<file path="src/rtl/reg_writeback_unit_pkg.sv">
// reg_writeback_unit_pkg: shared core constants (REG_W, NREG, RADDR_W) and the {rd,data} write-request struct
package reg_writeback_unit_pkg;
  localparam int REG_W = 16;
  localparam int NREG = 8;
  localparam int RADDR_W = 3;
  typedef struct packed {
    logic [RADDR_W-1:0] rd;
    logic [REG_W-1:0]   data;
  } wb_req_t;
endpackage

</file>
<file path="src/rtl/reg_writeback_unit_wb_fifo.sv">
// wb_fifo: circular-buffer FIFO; push/pop/din in, head/full/empty out (push ignored when full, pop ignored when empty)
module wb_fifo #(
  parameter int W = 19,
  parameter int DEPTH = 4
) (
  input  logic         clk,
  input  logic         rst,
  input  logic         push,
  input  logic         pop,
  input  logic [W-1:0] din,
  output logic [W-1:0] head,
  output logic         full,
  output logic         empty
);
  localparam int AW = $clog2(DEPTH);
  localparam int CW = AW + 1;
  logic [W-1:0]  mem [DEPTH];
  logic [AW-1:0] wp, rp;
  logic [CW-1:0] cnt;
  logic          wr, rd;
  assign wr = push && !full;
  assign rd = pop && !empty;
  assign full = cnt == CW'(DEPTH);
  assign empty = cnt == '0;
  assign head = mem[rp];
  always_ff @(posedge clk) begin
    if (rst) begin
      wp <= '0;
      rp <= '0;
      cnt <= '0;
    end else begin
      if (wr) wp <= wp + AW'(1);
      if (rd) rp <= rp + AW'(1);
      cnt <= cnt + CW'(wr) - CW'(rd);
    end
  end
  always_ff @(posedge clk) if (wr) mem[wp] <= din;
endmodule

</file>
<file path="src/rtl/reg_writeback_unit.sv">
// reg_writeback_unit: arbitrates alu/mem write requests (mem first) into wb_fifo, drains one-hot wr_en/wr_data, exports busy/full/empty
module reg_writeback_unit
  import reg_writeback_unit_pkg::*;
#(
  parameter int DEPTH = 4,
  parameter int NREG = 8
) (
  input  logic                     clk,
  input  logic                     rst,
  input  logic                     alu_valid,
  input  logic [$clog2(NREG)-1:0]  alu_rd,
  input  logic [REG_W-1:0]         alu_data,
  output logic                     alu_ready,
  input  logic                     mem_valid,
  input  logic [$clog2(NREG)-1:0]  mem_rd,
  input  logic [REG_W-1:0]         mem_data,
  output logic                     mem_ready,
  input  logic                     drain_en,
  output logic [NREG-1:0]          wr_en,
  output logic [REG_W-1:0]         wr_data,
  output logic [NREG-1:0]          busy,
  output logic                     full,
  output logic                     empty
);
  localparam int AW = $clog2(NREG);
  localparam int PW = $clog2(DEPTH + 2);
  logic                push, pop;
  logic [AW-1:0]       in_rd, head_rd;
  logic [REG_W-1:0]    in_data, head_data;
  logic [AW+REG_W-1:0] head;
  logic [NREG-1:0]     inc;
  logic [PW-1:0]       pend [NREG];
  assign mem_ready = !full;
  assign alu_ready = !full && !mem_valid;
  assign push = (mem_valid && mem_ready) || (alu_valid && alu_ready);
  assign pop = drain_en && !empty;
  assign in_rd = mem_valid ? mem_rd : alu_rd;
  assign in_data = mem_valid ? mem_data : alu_data;
  assign inc = push ? NREG'(1) << in_rd : '0;
  assign head_rd = head[AW+REG_W-1:REG_W];
  assign head_data = head[REG_W-1:0];
  wb_fifo #(.W(AW + REG_W), .DEPTH(DEPTH)) u_fifo (
    .clk   (clk),
    .rst   (rst),
    .push  (push),
    .pop   (pop),
    .din   ({in_rd, in_data}),
    .head  (head),
    .full  (full),
    .empty (empty)
  );
  always_ff @(posedge clk) begin
    if (rst) begin
      wr_en <= '0;
      wr_data <= '0;
    end else begin
      wr_en <= pop ? NREG'(1) << head_rd : '0;
      if (pop) wr_data <= head_data;
    end
  end
  always_ff @(posedge clk)
    for (int i = 0; i < NREG; i++)
      pend[i] <= rst ? '0 : pend[i] + PW'(inc[i]) - PW'(wr_en[i]);
  for (genvar r = 0; r < NREG; r++) begin : g_busy
    assign busy[r] = |pend[r];
  end
endmodule

</file>
<file path="config.mk">
export PLATFORM = sky130hd
export DESIGN_NAME = reg_writeback_unit
export DESIGN_NICKNAME = d
export VERILOG_FILES = /design/src/rtl/reg_writeback_unit_pkg.sv /design/src/rtl/reg_writeback_unit_wb_fifo.sv /design/src/rtl/reg_writeback_unit.sv
export SDC_FILE = /design/constraint.sdc
export NUM_CORES = 1
export LEC_CHECK = 0
export BUFFER_PORTS_ARGS = -buffer_cell sky130_fd_sc_hd__buf_2
export CAP_MARGIN = 20
export CORE_UTILIZATION = 51
export DETAILED_ROUTE_END_ITERATION = 16
export GPL_TIMING_DRIVEN = 0
export PLACE_DENSITY_LB_ADDON = 0.1
export SLEW_MARGIN = 20
export SYNTH_ARGS = -nofsm -noshare
export SYNTH_HDL_FRONTEND = slang
export SYNTH_SLANG_ARGS = --single-unit
</file>
<file path="constraint.sdc">
create_clock -name clk -period 2.7 [get_ports clk]
set_clock_uncertainty 0.1 [all_clocks]
set_input_delay 0.54 -clock clk [delete_from_list [all_inputs] [get_ports clk]]
set_output_delay 0.54 -clock clk [all_outputs]
set_load 0.005 [all_outputs]
</file>
==> flow_metrics.py <==
metrics = {
    "yosys": {
        "synth_area_leaders": "edfxtp_1, dfxtp_1, ha_1",
        "synth_seq_cells": 133,
        "synthDistinctLibCells": 37,
        "ys_seq_area_share_pct": 61.6,
        "synthesis.nets": 456,
        "synthArstFlopShare_pct": 0,
        "avgSynthCellArea_um2": 14.6,
        "synth_fa_ha_area_share_pct": 8.19,
        "yosysWarnings": 0,
        "synthMuxAreaShare_pct": 11.8,
        "synth-xor-area-share_pct": 2.99,
        "synth_area_mm2": 0.00556,
        "synth_top_area_share_pct": 41.1,
        "synth_top_family_by_area": "multiplexers",
        "dominantRegCellSynth": "edfxtp_1",
        "synthCells": 382,
        "synth_compound_area_share_pct": 3.96,
        "synth_edf_count": 76,
        "synth_top_area_cell": "edfxtp_1",
        "synth-simple-area-share_pct": 7.58,
    },
    "sta": {
        "tightest_slew_ns": 1.07,
        "post-route-min-period_ns": 2.50,
        "rsz0062_at_grt": "no",
        "slew_viol_final": 0,
        "whs_ns": 0.269,
        "finalCritPeriodShare_pct": 92.5,
        "hold_violations": 0,
        "setup_slack_ns": 0.201,
        "clock.fmax_ghz": 0.400,
        "relSlewSlack_pct": 28.5,
        "setup_viol": 0,
    },
    "floorplanning": {
        "core_mm2": 0.0105,
        "num_io_pins": 79,
        "die_w_um": 106,
        "floorplan.initialDensity_pct": 53.1,
        "die_h_um": 106,
        "dieArea_mm2": 0.0113,
        "num_rows": 37,
    },
    "cts": {
        "post_cts_buffers": 0,
        "cts_tree": "done",
        "cts.htree.levels": 4,
        "clock-sinks": 133,
        "holdBufCountCts": 0,
        "ctsRootBufferMaster": "clkbuf_8",
        "clk_pin_slew_ns": 0.06,
        "cts_inserted_buffers": 17,
        "clk_latency_ns": 0.52,
        "clk_path_buf_depth": 2,
    },
    "power_and_ir_drop": {
        "vdd_drop_max_mv": 0.517,
        "leakagePower_nw": 2.74,
        "p_total_mw": 6.22,
        "power.density_mw_per_mm2": 932,
    },
    "placed_design": {
        "io_buffers": 77,
        "gp_congestion": 0.744,
        "dp_hpwl_mm": 6.71,
        "pre_cts_slack_ns": -0.352,
    },
    "setup_path": {
        "crit_required_ns": 2.99,
        "start_kind": "flip-flop",
        "crit_path_max_fanout": 9,
        "critPathCaptureType": "flip-flop",
        "crit_arrival_ns": 2.79,
        "path_class": "reg -> reg",
    },
    "grt": {
        "grt_pass1_vias": 3226,
        "grt_overflow": 0,
        "grt_max_degree": 20,
        "grt_use_total_pct": 19.7,
        "grt_pass1_wl_mm": 16.3,
        "antenna_found_initial": 0,
    },
    "status": {
        "status": "complete, no violations",
    },
    "flow_run": {
        "max_cap_violations": 0,
    },
    "finish": {
        "drive_gt1_share_pct": 31.8,
        "syn_to_final_growth_pct": 20.0,
        "diodes": 0,
        "final_nets": 552,
    },
    "routing": {
        "wl_per_cell_um": 16.1,
        "via_per_inst": 5.20,
        "drc": 0,
        "vias": 3258,
        "drt-initial-drc-count": 198,
        "dr.pass1.iters": 4,
        "drt-total-wl_mm": 10.1,
        "antenna_left": 0,
    },
    "min_path": {
        "hp-class": "in -> reg",
    },
}
## placed cells by master, fill, tap and decap left out, types with 5 or more instances in the layout
cell type	synthesis	routed
edfxtp_1	76	76
xnor2_1	14	14
xor2_1	5	5
dfxtp_1	57	54
clkbuf_1	6	6
clkbuf_16	0	16
nor2_1	38	38
mux4_2	12	12
inv_1	37	36
or3_1	10	9
a22o_1	16	16
buf_2	4	81
mux2_2	18	18
nor2b_1	13	13
mux4_1	7	7
fa_1	9	9
ha_1	22	22
## area by class of cell
class / count / area (µm²)
Buffer: 15 / 77.6
Clock buffer: 18 / 418
Clock inverter: 14 / 128
Fill cell: 832 / 3790
Inverter: 37 / 139
Multi-Input combinational cell: 197 / 1930
Sequential cell: 133 / 3430
Tap cell: 136 / 170
Timing Repair Buffer: 77 / 385
## critical path: stages, from the launching register on
cell	delay (ns)
dfxtp_2	0.38
or3b_1	0.36
buf_4	0.17
inv_2	0.09
or3_4	0.15
nor2_1	0.07
ha_1	0.23
fa_1	0.44
xnor2_1	0.19
xnor2_1	0.14
nor2_1	0.05
## path summary, 6_finish.rpt
kind              slack [ns]                 to  cells past startpoint           from
setup reg to reg        0.20         pend[0][5]                     10  u_fifo.cnt[2]
hold reg to reg         0.37         wr_data[7]                      1     wr_data[7]
hold / removal          0.27  u_fifo.mem[0][10]                      2   mem_data[10]
setup / recovery        0.20         pend[0][5]                     10  u_fifo.cnt[2]
## stage by stage
step	cell area, µm²	utilization, %	TNS [ns]	instances
4_1_cts	6670	63.7	0	627
5_1_grt	6670	63.8	0	627
6_report	6670	63.8	0	627
3_3_place_gp	6120	58.5	-1.29	595
2_1_floorplan	5560	-	0	382
3_5_place_dp	6120	58.5	-1.97	595
## state kept, by name (all words and copies together), names as in the netlist, named ones only
signal / cells
u_fifo.mem: 76
pend: 24
wr_data: 16
wr_en: 8
u_fifo.cnt: 3
u_fifo.rp: 2
u_fifo.wp: 2
## cell families after synthesis
family          Yosys count
flops                   133
simple gates             83
buf+inv                  52
mux                      37
fa+ha+maj                31
compound gates           27
xor+xnor                 19
## synthesized netlist by cell type, types with 3 or more instances
| library cell | n |
|---|---|
| a21oi_1 | 4 |
| a22o_1 | 16 |
| and3_1 | 4 |
| buf_2 | 4 |
| clkbuf_1 | 6 |
| dfxtp_1 | 57 |
| edfxtp_1 | 76 |
| fa_1 | 9 |
| ha_1 | 22 |
| inv_1 | 37 |
| mux2_2 | 18 |
| mux4_1 | 7 |
| mux4_2 | 12 |
| nand2_1 | 3 |
| nand2b_1 | 3 |
| nand3_1 | 3 |
| nor2_1 | 38 |
| nor2b_1 | 13 |
| o21ai_0 | 3 |
| or3_1 | 10 |
| xnor2_1 | 14 |
| xor2_1 | 5 |
## per-layer routing
| metal | wire, µm | part of all wire [%] | track usage, % | up-vias |
|---|---|---|---|---|
| li1 | - | - | - | 1554 |
| met1 | 4620 | 46 | 26.1 | 1607 |
| met2 | 4830 | 48 | 30.7 | 88 |
| met3 | 528 | 5.2 | 5.82 | 9 |
| met4 | 91 | 0.90 | 7.04 | 0 |
| met5 | 0 | 0 | 0 | - |
## where the power goes
group / internal [mW] / total (mW) / switching, mW
combinational: 0.704 / 1.39 / 0.686
sequential: 2.56 / 2.72 / 0.158
clock: 1.23 / 2.11 / 0.886
## timing repair
action | in CTS | in global routing
hold endpoints to repair | 0 | 0
gates resized for setup | 1 | 4
cloned | 0 | 0
endpoints found under the setup margin | 1 | 2
(Power assumes the default switching activity.)
